===== src/rtl/rvv_vd_writeback_pkg.sv =====
// Shared types and constants for the vector destination write-back block.
package rvv_vd_writeback_pkg;

  localparam int LANE_FIELD_W = 64;
  localparam int REGI_W       = 17;

  typedef enum logic [1:0] {
    ST_IDLE    = 2'd0,
    ST_COLLECT = 2'd1,
    ST_WRITE   = 2'd2,
    ST_DONE    = 2'd3
  } wb_state_e;

  typedef enum logic [2:0] {
    SEW_8  = 3'd0,
    SEW_16 = 3'd1,
    SEW_32 = 3'd2,
    SEW_64 = 3'd3
  } sew_e;

  function automatic logic [31:0] elem_bytes(input logic [2:0] vsew);
    return 32'd1 << vsew;
  endfunction

endpackage


===== src/rtl/rvv_vd_writeback_if.sv =====
// Lane-result bus plus register-file write port of the write-back block.
interface rvv_vd_writeback_if #(
  parameter int VLEN     = 128,
  parameter int NB_LANES = 1
);
  import rvv_vd_writeback_pkg::*;

  localparam int NL = 1 << NB_LANES;

  logic                     start;
  logic [4:0]               vd_index;
  logic [VLEN-1:0]          old_vd;
  logic [2:0]               vsew;
  logic                     mask_dst;
  logic [LANE_FIELD_W*NL-1:0] lane_vd;
  logic [REGI_W*NL-1:0]     lane_regi;
  logic [NL-1:0]            lane_res;
  logic [3:0]               in_reg_offset;
  logic                     alu_done;
  logic                     wr_valid;
  logic                     wr_ready;
  logic [4:0]               wr_index;
  logic [VLEN-1:0]          wr_data;
  logic [VLEN/8-1:0]        wr_be;
  logic                     busy;
  logic                     done;

  modport master (
    output start, vd_index, old_vd, vsew, mask_dst,
    output lane_vd, lane_regi, lane_res, in_reg_offset, alu_done, wr_ready,
    input  wr_valid, wr_index, wr_data, wr_be, busy, done
  );

  modport slave (
    input  start, vd_index, old_vd, vsew, mask_dst,
    input  lane_vd, lane_regi, lane_res, in_reg_offset, alu_done, wr_ready,
    output wr_valid, wr_index, wr_data, wr_be, busy, done
  );

endinterface


===== src/rtl/rvv_vd_writeback_lane_merge.sv =====
// Turns one lane's beat into a VLEN-wide bit update mask, data and byte enables.
module rvv_wb_lane_merge
  import rvv_vd_writeback_pkg::*;
#(
  parameter int VLEN       = 128,
  parameter int LANE_WIDTH = 3
) (
  input  logic                    lane_valid,
  input  logic [LANE_FIELD_W-1:0] lane_vd,
  input  logic [REGI_W-1:0]       lane_regi,
  input  logic [3:0]              in_reg_offset,
  input  logic [2:0]              vsew,
  input  logic                    mask_dst,
  output logic [VLEN-1:0]         upd_mask,
  output logic [VLEN-1:0]         upd_data,
  output logic [VLEN/8-1:0]       upd_be
);

  localparam int              VBYTES  = VLEN / 8;
  localparam logic [31:0]     CB      = 32'd1 << (LANE_WIDTH - 3);
  localparam logic [31:0]     LW      = 32'(LANE_WIDTH);
  localparam logic [VLEN-1:0] BIT_ONE = {{(VLEN-1){1'b0}}, 1'b1};
  localparam logic [VBYTES-1:0] BE_ONE = {{(VBYTES-1){1'b0}}, 1'b1};

  logic [31:0]       sew_w_s;
  logic [31:0]       elem_off_s;
  logic [31:0]       nbytes_s;
  logic [31:0]       addr_s;
  logic              fits_s;
  logic [VBYTES-1:0] byte_sel_s;

  // Byte address and size of this beat's chunk inside the register.
  always_comb begin
    sew_w_s = {29'd0, vsew} + 32'd3;
    if (sew_w_s <= LW) begin
      elem_off_s = 32'd0;
    end else begin
      elem_off_s = {28'd0, in_reg_offset} * CB;
    end
    if (sew_w_s < LW) begin
      nbytes_s = elem_bytes(vsew);
    end else begin
      nbytes_s = CB;
    end
    addr_s = (32'(lane_regi) << vsew) + elem_off_s;
    fits_s = (addr_s + nbytes_s) <= 32'(VBYTES);
  end

  // Out-of-register beats produce an empty update so they merge as a no-op.
  always_comb begin
    byte_sel_s = '0;
    upd_mask   = '0;
    upd_data   = '0;
    upd_be     = '0;
    if (lane_valid && mask_dst) begin
      if (32'(lane_regi) < 32'(VLEN)) begin
        upd_mask = BIT_ONE << lane_regi;
        upd_data = {{(VLEN-1){1'b0}}, lane_vd[0]} << lane_regi;
        upd_be   = BE_ONE << (lane_regi >> 3);
      end else begin
        upd_mask = '0;
      end
    end else if (lane_valid && fits_s) begin
      for (int b = 0; b < VBYTES; b++) begin
        byte_sel_s[b] = (32'(b) >= addr_s) && (32'(b) < (addr_s + nbytes_s));
      end
      for (int b = 0; b < VBYTES; b++) begin
        upd_mask[b*8 +: 8] = {8{byte_sel_s[b]}};
      end
      upd_be   = byte_sel_s;
      upd_data = (VLEN'(lane_vd) << {addr_s[28:0], 3'b000}) & upd_mask;
    end else begin
      upd_be = '0;
    end
  end

endmodule


===== src/rtl/rvv_vd_writeback.sv =====
// Collects per-lane ALU beats into a copy of vd and issues one register-file write.
module rvv_vd_writeback
  import rvv_vd_writeback_pkg::*;
#(
  parameter int VLEN       = 128,
  parameter int LANE_WIDTH = 3,
  parameter int NB_LANES   = 1
) (
  input logic             clk,
  input logic             resetn,
  rvv_vd_writeback_if.slave bus
);

  localparam int NL = 1 << NB_LANES;

  wb_state_e         state_q, state_d;
  logic [VLEN-1:0]   buf_q, buf_d;
  logic [VLEN/8-1:0] be_q, be_d;
  logic [4:0]        idx_q, idx_d;
  logic [2:0]        vsew_q, vsew_d;
  logic              mask_q, mask_d;
  logic              busy_q, busy_d;
  logic              done_q, done_d;
  logic              wr_valid_q, wr_valid_d;
  logic              collect_s;

  logic [VLEN-1:0]   lane_mask_s [NL];
  logic [VLEN-1:0]   lane_data_s [NL];
  logic [VLEN/8-1:0] lane_be_s   [NL];

  assign collect_s = (state_q == ST_COLLECT);

  for (genvar l = 0; l < NL; l++) begin : g_lane
    rvv_wb_lane_merge #(
      .VLEN       (VLEN),
      .LANE_WIDTH (LANE_WIDTH)
    ) u_merge (
      .lane_valid    (collect_s & bus.lane_res[l]),
      .lane_vd       (bus.lane_vd[l*LANE_FIELD_W +: LANE_FIELD_W]),
      .lane_regi     (bus.lane_regi[l*REGI_W +: REGI_W]),
      .in_reg_offset (bus.in_reg_offset),
      .vsew          (vsew_q),
      .mask_dst      (mask_q),
      .upd_mask      (lane_mask_s[l]),
      .upd_data      (lane_data_s[l]),
      .upd_be        (lane_be_s[l])
    );
  end

  // Next state, buffer merge and registered output values.
  always_comb begin
    state_d = state_q;
    buf_d   = buf_q;
    be_d    = be_q;
    idx_d   = idx_q;
    vsew_d  = vsew_q;
    mask_d  = mask_q;
    case (state_q)
      ST_IDLE: begin
        if (bus.start) begin
          buf_d   = bus.old_vd;
          be_d    = '0;
          idx_d   = bus.vd_index;
          vsew_d  = bus.vsew;
          mask_d  = bus.mask_dst;
          state_d = ST_COLLECT;
        end else begin
          state_d = ST_IDLE;
        end
      end
      ST_COLLECT: begin
        // Lanes applied in ascending order so the higher lane wins a collision.
        for (int l = 0; l < NL; l++) begin
          buf_d = (buf_d & ~lane_mask_s[l]) | lane_data_s[l];
          be_d  = be_d | lane_be_s[l];
        end
        if (bus.alu_done) begin
          state_d = ST_WRITE;
        end else begin
          state_d = ST_COLLECT;
        end
      end
      ST_WRITE: begin
        if (bus.wr_ready) begin
          state_d = ST_DONE;
        end else begin
          state_d = ST_WRITE;
        end
      end
      ST_DONE: begin
        state_d = ST_IDLE;
      end
      default: begin
        state_d = ST_IDLE;
      end
    endcase
    busy_d     = (state_d == ST_COLLECT) || (state_d == ST_WRITE);
    done_d     = (state_d == ST_DONE);
    wr_valid_d = (state_d == ST_WRITE);
  end

  // State and datapath registers.
  always_ff @(posedge clk or negedge resetn) begin
    if (!resetn) begin
      state_q    <= ST_IDLE;
      buf_q      <= '0;
      be_q       <= '0;
      idx_q      <= 5'd0;
      vsew_q     <= 3'd0;
      mask_q     <= 1'b0;
      busy_q     <= 1'b0;
      done_q     <= 1'b0;
      wr_valid_q <= 1'b0;
    end else begin
      state_q    <= state_d;
      buf_q      <= buf_d;
      be_q       <= be_d;
      idx_q      <= idx_d;
      vsew_q     <= vsew_d;
      mask_q     <= mask_d;
      busy_q     <= busy_d;
      done_q     <= done_d;
      wr_valid_q <= wr_valid_d;
    end
  end

  assign bus.wr_valid = wr_valid_q;
  assign bus.wr_data  = buf_q;
  assign bus.wr_be    = be_q;
  assign bus.wr_index = idx_q;
  assign bus.busy     = busy_q;
  assign bus.done     = done_q;

endmodule


===== src/flat_wrapper.sv =====
// flat-port wrapper written by rule: the top's interface ports become plain ports
module rvv_vd_writeback_flat import rvv_vd_writeback_pkg::*;
#(
  parameter int VLEN       = 128,
  parameter int LANE_WIDTH = 3,
  parameter int NB_LANES   = 1
)
  (clk, resetn, bus_start, bus_vd_index, bus_old_vd, bus_vsew, bus_mask_dst, bus_lane_vd, bus_lane_regi, bus_lane_res, bus_in_reg_offset, bus_alu_done, bus_wr_ready, bus_wr_valid, bus_wr_index, bus_wr_data, bus_wr_be, bus_busy, bus_done);
  rvv_vd_writeback_if #(.VLEN(VLEN), .NB_LANES(NB_LANES)) bus_i ();
  input logic clk;
  input logic resetn;
  input wire logic [$bits(bus_i.start)-1:0] bus_start;
  input wire logic [$bits(bus_i.vd_index)-1:0] bus_vd_index;
  input wire logic [$bits(bus_i.old_vd)-1:0] bus_old_vd;
  input wire logic [$bits(bus_i.vsew)-1:0] bus_vsew;
  input wire logic [$bits(bus_i.mask_dst)-1:0] bus_mask_dst;
  input wire logic [$bits(bus_i.lane_vd)-1:0] bus_lane_vd;
  input wire logic [$bits(bus_i.lane_regi)-1:0] bus_lane_regi;
  input wire logic [$bits(bus_i.lane_res)-1:0] bus_lane_res;
  input wire logic [$bits(bus_i.in_reg_offset)-1:0] bus_in_reg_offset;
  input wire logic [$bits(bus_i.alu_done)-1:0] bus_alu_done;
  input wire logic [$bits(bus_i.wr_ready)-1:0] bus_wr_ready;
  output wire logic [$bits(bus_i.wr_valid)-1:0] bus_wr_valid;
  output wire logic [$bits(bus_i.wr_index)-1:0] bus_wr_index;
  output wire logic [$bits(bus_i.wr_data)-1:0] bus_wr_data;
  output wire logic [$bits(bus_i.wr_be)-1:0] bus_wr_be;
  output wire logic [$bits(bus_i.busy)-1:0] bus_busy;
  output wire logic [$bits(bus_i.done)-1:0] bus_done;
  assign bus_i.start = bus_start;
  assign bus_i.vd_index = bus_vd_index;
  assign bus_i.old_vd = bus_old_vd;
  assign bus_i.vsew = bus_vsew;
  assign bus_i.mask_dst = bus_mask_dst;
  assign bus_i.lane_vd = bus_lane_vd;
  assign bus_i.lane_regi = bus_lane_regi;
  assign bus_i.lane_res = bus_lane_res;
  assign bus_i.in_reg_offset = bus_in_reg_offset;
  assign bus_i.alu_done = bus_alu_done;
  assign bus_i.wr_ready = bus_wr_ready;
  assign bus_wr_valid = bus_i.wr_valid;
  assign bus_wr_index = bus_i.wr_index;
  assign bus_wr_data = bus_i.wr_data;
  assign bus_wr_be = bus_i.wr_be;
  assign bus_busy = bus_i.busy;
  assign bus_done = bus_i.done;
  rvv_vd_writeback #(.VLEN(VLEN), .LANE_WIDTH(LANE_WIDTH), .NB_LANES(NB_LANES)) u_core (.clk(clk), .resetn(resetn), .bus(bus_i));
endmodule

===== config.mk =====
export PLATFORM = sky130hd
export DESIGN_NAME = rvv_vd_writeback_flat
export DESIGN_NICKNAME = d
export VERILOG_FILES = /design/src/rtl/rvv_vd_writeback_pkg.sv /design/src/rtl/rvv_vd_writeback_if.sv /design/src/rtl/rvv_vd_writeback_lane_merge.sv /design/src/rtl/rvv_vd_writeback.sv /design/src/flat_wrapper.sv
export SDC_FILE = /design/constraint.sdc
export NUM_CORES = 2
export LEC_CHECK = 0
export ABC_AREA = 1
export BUFFER_PORTS_ARGS = -buffer_cell sky130_fd_sc_hd__clkbuf_2
export CAP_MARGIN = 40
export CORE_ASPECT_RATIO = 1.5
export CORE_MARGIN = 8
export CORE_UTILIZATION = 40
export CTS_BUF_LIST = sky130_fd_sc_hd__clkbuf_4 sky130_fd_sc_hd__clkbuf_8 sky130_fd_sc_hd__clkbuf_16
export DETAILED_ROUTE_END_ITERATION = 8
export GPL_TIMING_DRIVEN = 0
export SYNTH_ARGS = -nofsm -noshare
export SYNTH_HDL_FRONTEND = slang
export SYNTH_HIERARCHICAL = 1
export SYNTH_SLANG_ARGS = --single-unit

===== constraint.sdc =====
create_clock -name clk -period 5.7 [get_ports clk]
set_input_delay 1.14 -clock clk [delete_from_list [all_inputs] [get_ports clk]]
set_output_delay 1.14 -clock clk [all_outputs]
set_load 0.01 [all_outputs]

==> results by group, run 1 <==
Logic synthesis
  • Syn Std Cell Area: ~32000 µm²
  • Syn avg cell area: 4.91 µm²
  • Synthesized instance count: 6571
  • Netlist cell types: 43
  • Synthesis-stage register bit count: roughly 160
  • Synth warn: 6
  • Post-synthesis sequential area ratio: roughly 12%

Clocking
  • Root buf cell: clkbuf_16
  • H-tree depth: 4
  • Hold_buf cts: 0
  • Num CTS Buffers: 17
  • Clk buf depth: 2
  • Clock sink count: 158

Placed design
  • Post-DP Area: around 37000 µm²
  • Hpwl dp: 203 mm
  • IO Port Bufs: 457
  • Routability cong.: approximately 1.2

GRT
  • GRT overflow: 33
  • First-pass GRT wire length: 380 mm
  • Global Route Usage Sum: 58.0%
  • Vias in the first global route: 51400
  • Largest net degree at the start of global routing: 92

Die
  • Initial Utilization: 40.3%
  • Std-Cell Rows: 127
  • Chip Height: 364 µm
  • Boundary Pins: 462
  • Die X: roughly 250 µm

Outcome
  • Stop Error: [ERROR GRT-0116] Global routing finished with congestion. Check the congestion regions in the DRC Viewer.
  • Outcome: did not finish
  • Halt Stage: global routing (5_1_grt)
==> synth_stat cells (all sizes together) <==
library cell / instances / area share (%)
o21bai: 12 / 0.28
nand3: 737 / 12
nand2: 2816 / 34
a21oi: 94 / 1.5
or4: 2 / 0.047
or2: 4 / 0.078
nand4: 302 / 6.0
a21o: 4 / 0.093
fa: 4 / 0.25
nor2: 767 / 10
o21a: 2 / 0.047
a31oi: 4 / 0.078
nor4: 4 / 0.078
inv: 658 / 7.7
o21ai: 436 / 6.8
o211ai: 5 / 0.15
clkinv: 19 / 0.25
xor2: 16 / 0.43
dfrtp: 158 / 12
nor3: 108 / 1.7
clkbuf: 229 / 2.7
xnor2: 6 / 0.16
buf: 150 / 2.7
ha: 26 / 1.0
nand3b: 4 / 0.093
conb: 4 / 0.047
==> routing by layer <==
metal  GRT overflow  GRT usage [%]
met4             12           65.7
met1              0           56.1
met2             21           83.1
met5              0           1.36
met3              0           29.9
==> through the flow <==
stage	util [%]	instances	setup slack [ps]
3_3_place_gp	44.9	8074	-2620
2_1_floorplan	-	6585	19.6
4_1_cts	48.9	8270	-1.62
3_5_place_dp	46.1	8174	-2690
==> logic make-up after synthesis <==
group	after synthesis	share of synthesized area [%]
and+or+nand+nor	4744	63.7
buffers and inverters	1056	13.2
AOI/OAI and AO/OA	557	8.91
DFF	158	12.3
adders and majority gates	30	1.26
xor gates and xnor gates	22	0.598
other	4	0.0465
==> what timing repair did <==
item,CTS
gates cloned,2
buffers inserted,70
pin swaps,45
resized for setup,184
setup endpoints to repair,144
==> run 2: changes to the inputs <==
--- a/config.mk
+++ b/config.mk
@@ -8,12 +8,11 @@
 export ABC_AREA = 1
 export BUFFER_PORTS_ARGS = -buffer_cell sky130_fd_sc_hd__clkbuf_2
 export CAP_MARGIN = 40
-export CORE_ASPECT_RATIO = 1.5
 export CORE_MARGIN = 8
-export CORE_UTILIZATION = 40
-export CTS_BUF_LIST = sky130_fd_sc_hd__clkbuf_4 sky130_fd_sc_hd__clkbuf_8 sky130_fd_sc_hd__clkbuf_16
+export CORE_UTILIZATION = 25
 export DETAILED_ROUTE_END_ITERATION = 8
 export GPL_TIMING_DRIVEN = 0
+export PLACE_DENSITY_LB_ADDON = 0.15
 export SYNTH_ARGS = -nofsm -noshare
 export SYNTH_HDL_FRONTEND = slang
 export SYNTH_HIERARCHICAL = 1
==> constraint.sdc (replaced) <==
create_clock -name clk -period 7.4 [get_ports clk]
set_input_delay 1.48 -clock clk [delete_from_list [all_inputs] [get_ports clk]]
set_output_delay 1.48 -clock clk [all_outputs]
set_load 0.01 [all_outputs]
==> run 2 against run 1 <==
Net effect: the run now ends clean; synthesized cell count stayed put; area after synthesis stayed put.
==> results by group, run 2 <==
Outcome
  • Outcome: finished clean (was did not finish)

Routing
  • Via count: 46900
  • 1st-pass router iterations: 7
  • ANT nets after route: 0
  • Routed Wire Length: 263 mm
  • Drt initial violations: about 5200
  • DR WL/cell: 29.8 µm
  • Vias/cell: 5.31
  • DRC: 0

Setup path
  • Worst r2r src: u_core/vsew_q[2]
  • Worst Reg-to-Reg Cells: 34
  • Slowest cell on the critical path: fa_1
  • Data arrival, critical path: 7480 ps
  • Critical path launch point type: input pin
  • Crit. path cell count: 33
  • Setup crit end kind: flip-flop
  • CP Data Required Time: 7810 ps
  • Crit path largest cell delay: 500 ps
  • CP Max Fanout: 10
  • CP top delay family: simple AND/OR/NAND/NOR gates
  • Reg-to-Reg End: u_core/bus.wr_data[39]
  • Worst path bufs/invs: 6
  • Cell mode on critical path: nand2_1
  • Flop2flop setup slack: 480 ps
  • Critical path class: input pin to flip-flop

Placed design
  • Routability cong.: 1.09 (was 1.22)
  • Worst slack, placed: -1640 ps (was -2690 ps)
  • IO Port Bufs: 457 (unchanged)
  • Hpwl dp: 230 mm (was 203 mm)
  • Post-DP Area: 37700 µm² (was 36900 µm²)
  • Placed cells: 8790 (was 8174)

Logic synthesis
  • Main synth FF type: dfrtp_1 (unchanged)
  • Synth warn: 6 (unchanged)
  • Post-synthesis sequential area ratio: 12.3% (unchanged)
  • Syn avg cell area: 4.91 µm² (unchanged)
  • Post-synth top cells: 2734 x nand2_1, 721 x nand3_1, 704 x nor2_1 (unchanged)
  • EDFF count, synth: 0 (unchanged)
  • Synthesized instance count: 6571 (unchanged)
  • Netlist cell types: 43 (unchanged)
  • Synth async-reset ratio: 100% (unchanged)
  • Synthesis-stage register bit count: 158 (unchanged)
  • Count leader, synth: nand2_1 (unchanged)
  • Synth area leader: nand2_1 (unchanged)
  • Post-synth top area share: 31.8% (unchanged)
  • Top cells by area, synth: nand2_1 32%, dfrtp_1 12%, nand3_1 11% (unchanged)
  • Syn Std Cell Area: 32200 µm² (unchanged)

Clocking
  • Clk slew on worst S/H paths: 90 ps
  • Clock Latency Late Sink: 510 ps
  • Num CTS Buffers: 17 (unchanged)
  • Clk buf depth: 2 (unchanged)
  • H-tree depth: 4 (unchanged)
  • Hold_buf cts: 0 (unchanged)
  • Clock sink count: 158 (unchanged)
  • CTS tree: built
  • Root buf cell: clkbuf_16 (unchanged)

Final layout
  • Area Growth Syn to Fin: 19.8%
  • Fin nets: 7493
  • Fin area: 38600 µm²
  • Most frequent cells in the layout: 2734 x nand2_1, 721 x nand3_1, 703 x nor2_1
  • Max FFs per register: between 100 and 150
  • Commonest non-fill, non-tap cell in the layout: nand2_1
  • Fillcell total: 15500
  • Fin cells: roughly 9000
  • Reg area: 3960 µm²
  • Multi-input gate area: 24500 µm²
  • Layout cell share with drive strength beyond 1: 13.5%

Worst hold path
  • WHS Endpoint: u_core/bus.wr_index[1]
  • Worst Hold Path Cells: 2
  • Hold wc startpoint: u_core/bus.wr_index[1]
  • Hold WC Path Type: flip-flop to flip-flop

Die
  • Die X: 375 µm (was 248 µm)
  • Total core area: 128000 µm²
  • Chip Height: 375 µm (was 364 µm)
  • Full die area: 141000 µm²
  • Boundary Pins: 462 (unchanged)
  • Std-Cell Rows: 131 (was 127)
  • Initial Utilization: 25.2% (was 40.3%)

Timing
  • Clock Skews: 20.0 ps
  • Setup Viol. Count Final: 0
  • Slew Viols, Final: 0
  • Minimum clock period: 7060 ps
  • Top achievable clock speed: 142 MHz
  • Final hold vios: 0
  • Worst rel slew slack: 31.8%
  • Worst Tran Pin Value: 1020 ps
  • Worst setup margin: 337 ps
  • Tcrit/Tclk final: 95.5%
  • Setup_tns: 0 ps

GRT
  • First-pass GRT wire length: 358 mm
  • Largest net degree at the start of global routing: 93
  • Global Route Usage Sum: a little over a third
  • Vias in the first global route: 44500
  • Initial antenna violation count: 9
  • GRT overflow: 0

Pwr
  • Maximum vdd drop: roughly 0.21 mV
  • Leakage: about 0.020 µW
  • PwrDens: 554 nW/µm²

Run
  • Max-cap violations: 0
[run 2: worst reg2reg max path, delay by kind of cell (launching register included)]
family,cells,cell delay (ps)
adders and majority gates,3,920
DFF,1,600
and+or+nand+nor,22,3100
xor gates and xnor gates,1,330
AOI/OAI and AO/OA,2,490
buffers and inverters,6,1390
[run 2: layer usage]
layer | track usage (%) | vias to the layer above | share of wire [%]
li1 | - | 22000 | -
met1 | 44.1 | 22100 | 41
met2 | 56.3 | 2238 | 43
met3 | 5.02 | 557 | 6.6
met4 | 26.2 | 2 | 9.2
met5 | 0 | - | 0.0042
[run 2: power by group]
| group | internal (µW) | total, µW | switching, µW | leakage, µW |
|---|---|---|---|---|
| sequential | 1260 | 1980 | 719 | 0.00194 |
| combinational | 4310 | 18500 | 14100 | 0.0178 |
| clock | 459 | 964 | 505 | 0.000297 |
[run 2: kinds of logic (layout without fill, tap and decap cells)]
kind of cell,after synthesis,in the layout,synth area share (%)
flip-flops,158,158,12.3
AND/OR/NAND/NOR,4744,4744,63.7
adder cells (fa/ha/maj),30,30,1.26
XOR/XNOR,22,22,0.598
buffers and inverters,1056,1637,13.2
other,4,21,0.0465
AO/OA/AOI/OAI,557,557,8.91
[run 2: worst max path at each step]
| stage | startpoint | end | slack (ps) |
|---|---|---|---|
| 3_3_place_gp | bus_lane_regi[0] | u_core/bus.wr_data[88] | -1600 |
| 6_report | bus_in_reg_offset[0] | u_core/bus.wr_data[39] | 340 |
| 4_1_cts | bus_lane_regi[0] | u_core/bus.wr_data[24] | 3 |
| 3_5_place_dp | bus_lane_regi[0] | u_core/bus.wr_data[88] | -1640 |
| 5_1_grt | bus_lane_regi[17] | u_core/bus.wr_data[39] | -8 |
| 2_1_floorplan | bus_lane_regi[0] | u_core/bus.wr_data[16] | 1330 |
[run 2: layout make-up]
type | count | share of cell area [%]
antenna | 3 | 0.0194
buffer | 374 | 4.47
tap | 1662 | 5.38
inverter | 677 | 6.62
clock buffer | 17 | 1.10
timing repair buffer | 554 | 8.15
sequential | 158 | 10.2
multi-input combinational | 5371 | 63.5
clock inverter | 15 | 0.489
[run 2: repair_timing]
item                       4_1_cts  5_1_grt
setup endpoints to repair      144      143
gates cloned                     0        0
gates resized for setup         21       37
pin swaps                        1        4
buffers inserted                 2        9
[run 2: stage by stage]
step	util, %	hold slack (ps)	total power [µW]
2_1_floorplan	-	471	11400
3_3_place_gp	28.7	466	19600
3_5_place_dp	29.5	472	19800
4_1_cts	30.0	497	20900
5_1_grt	30.2	515	22500
6_report	30.2	492	21400
Power figures use the tool's default switching activity.
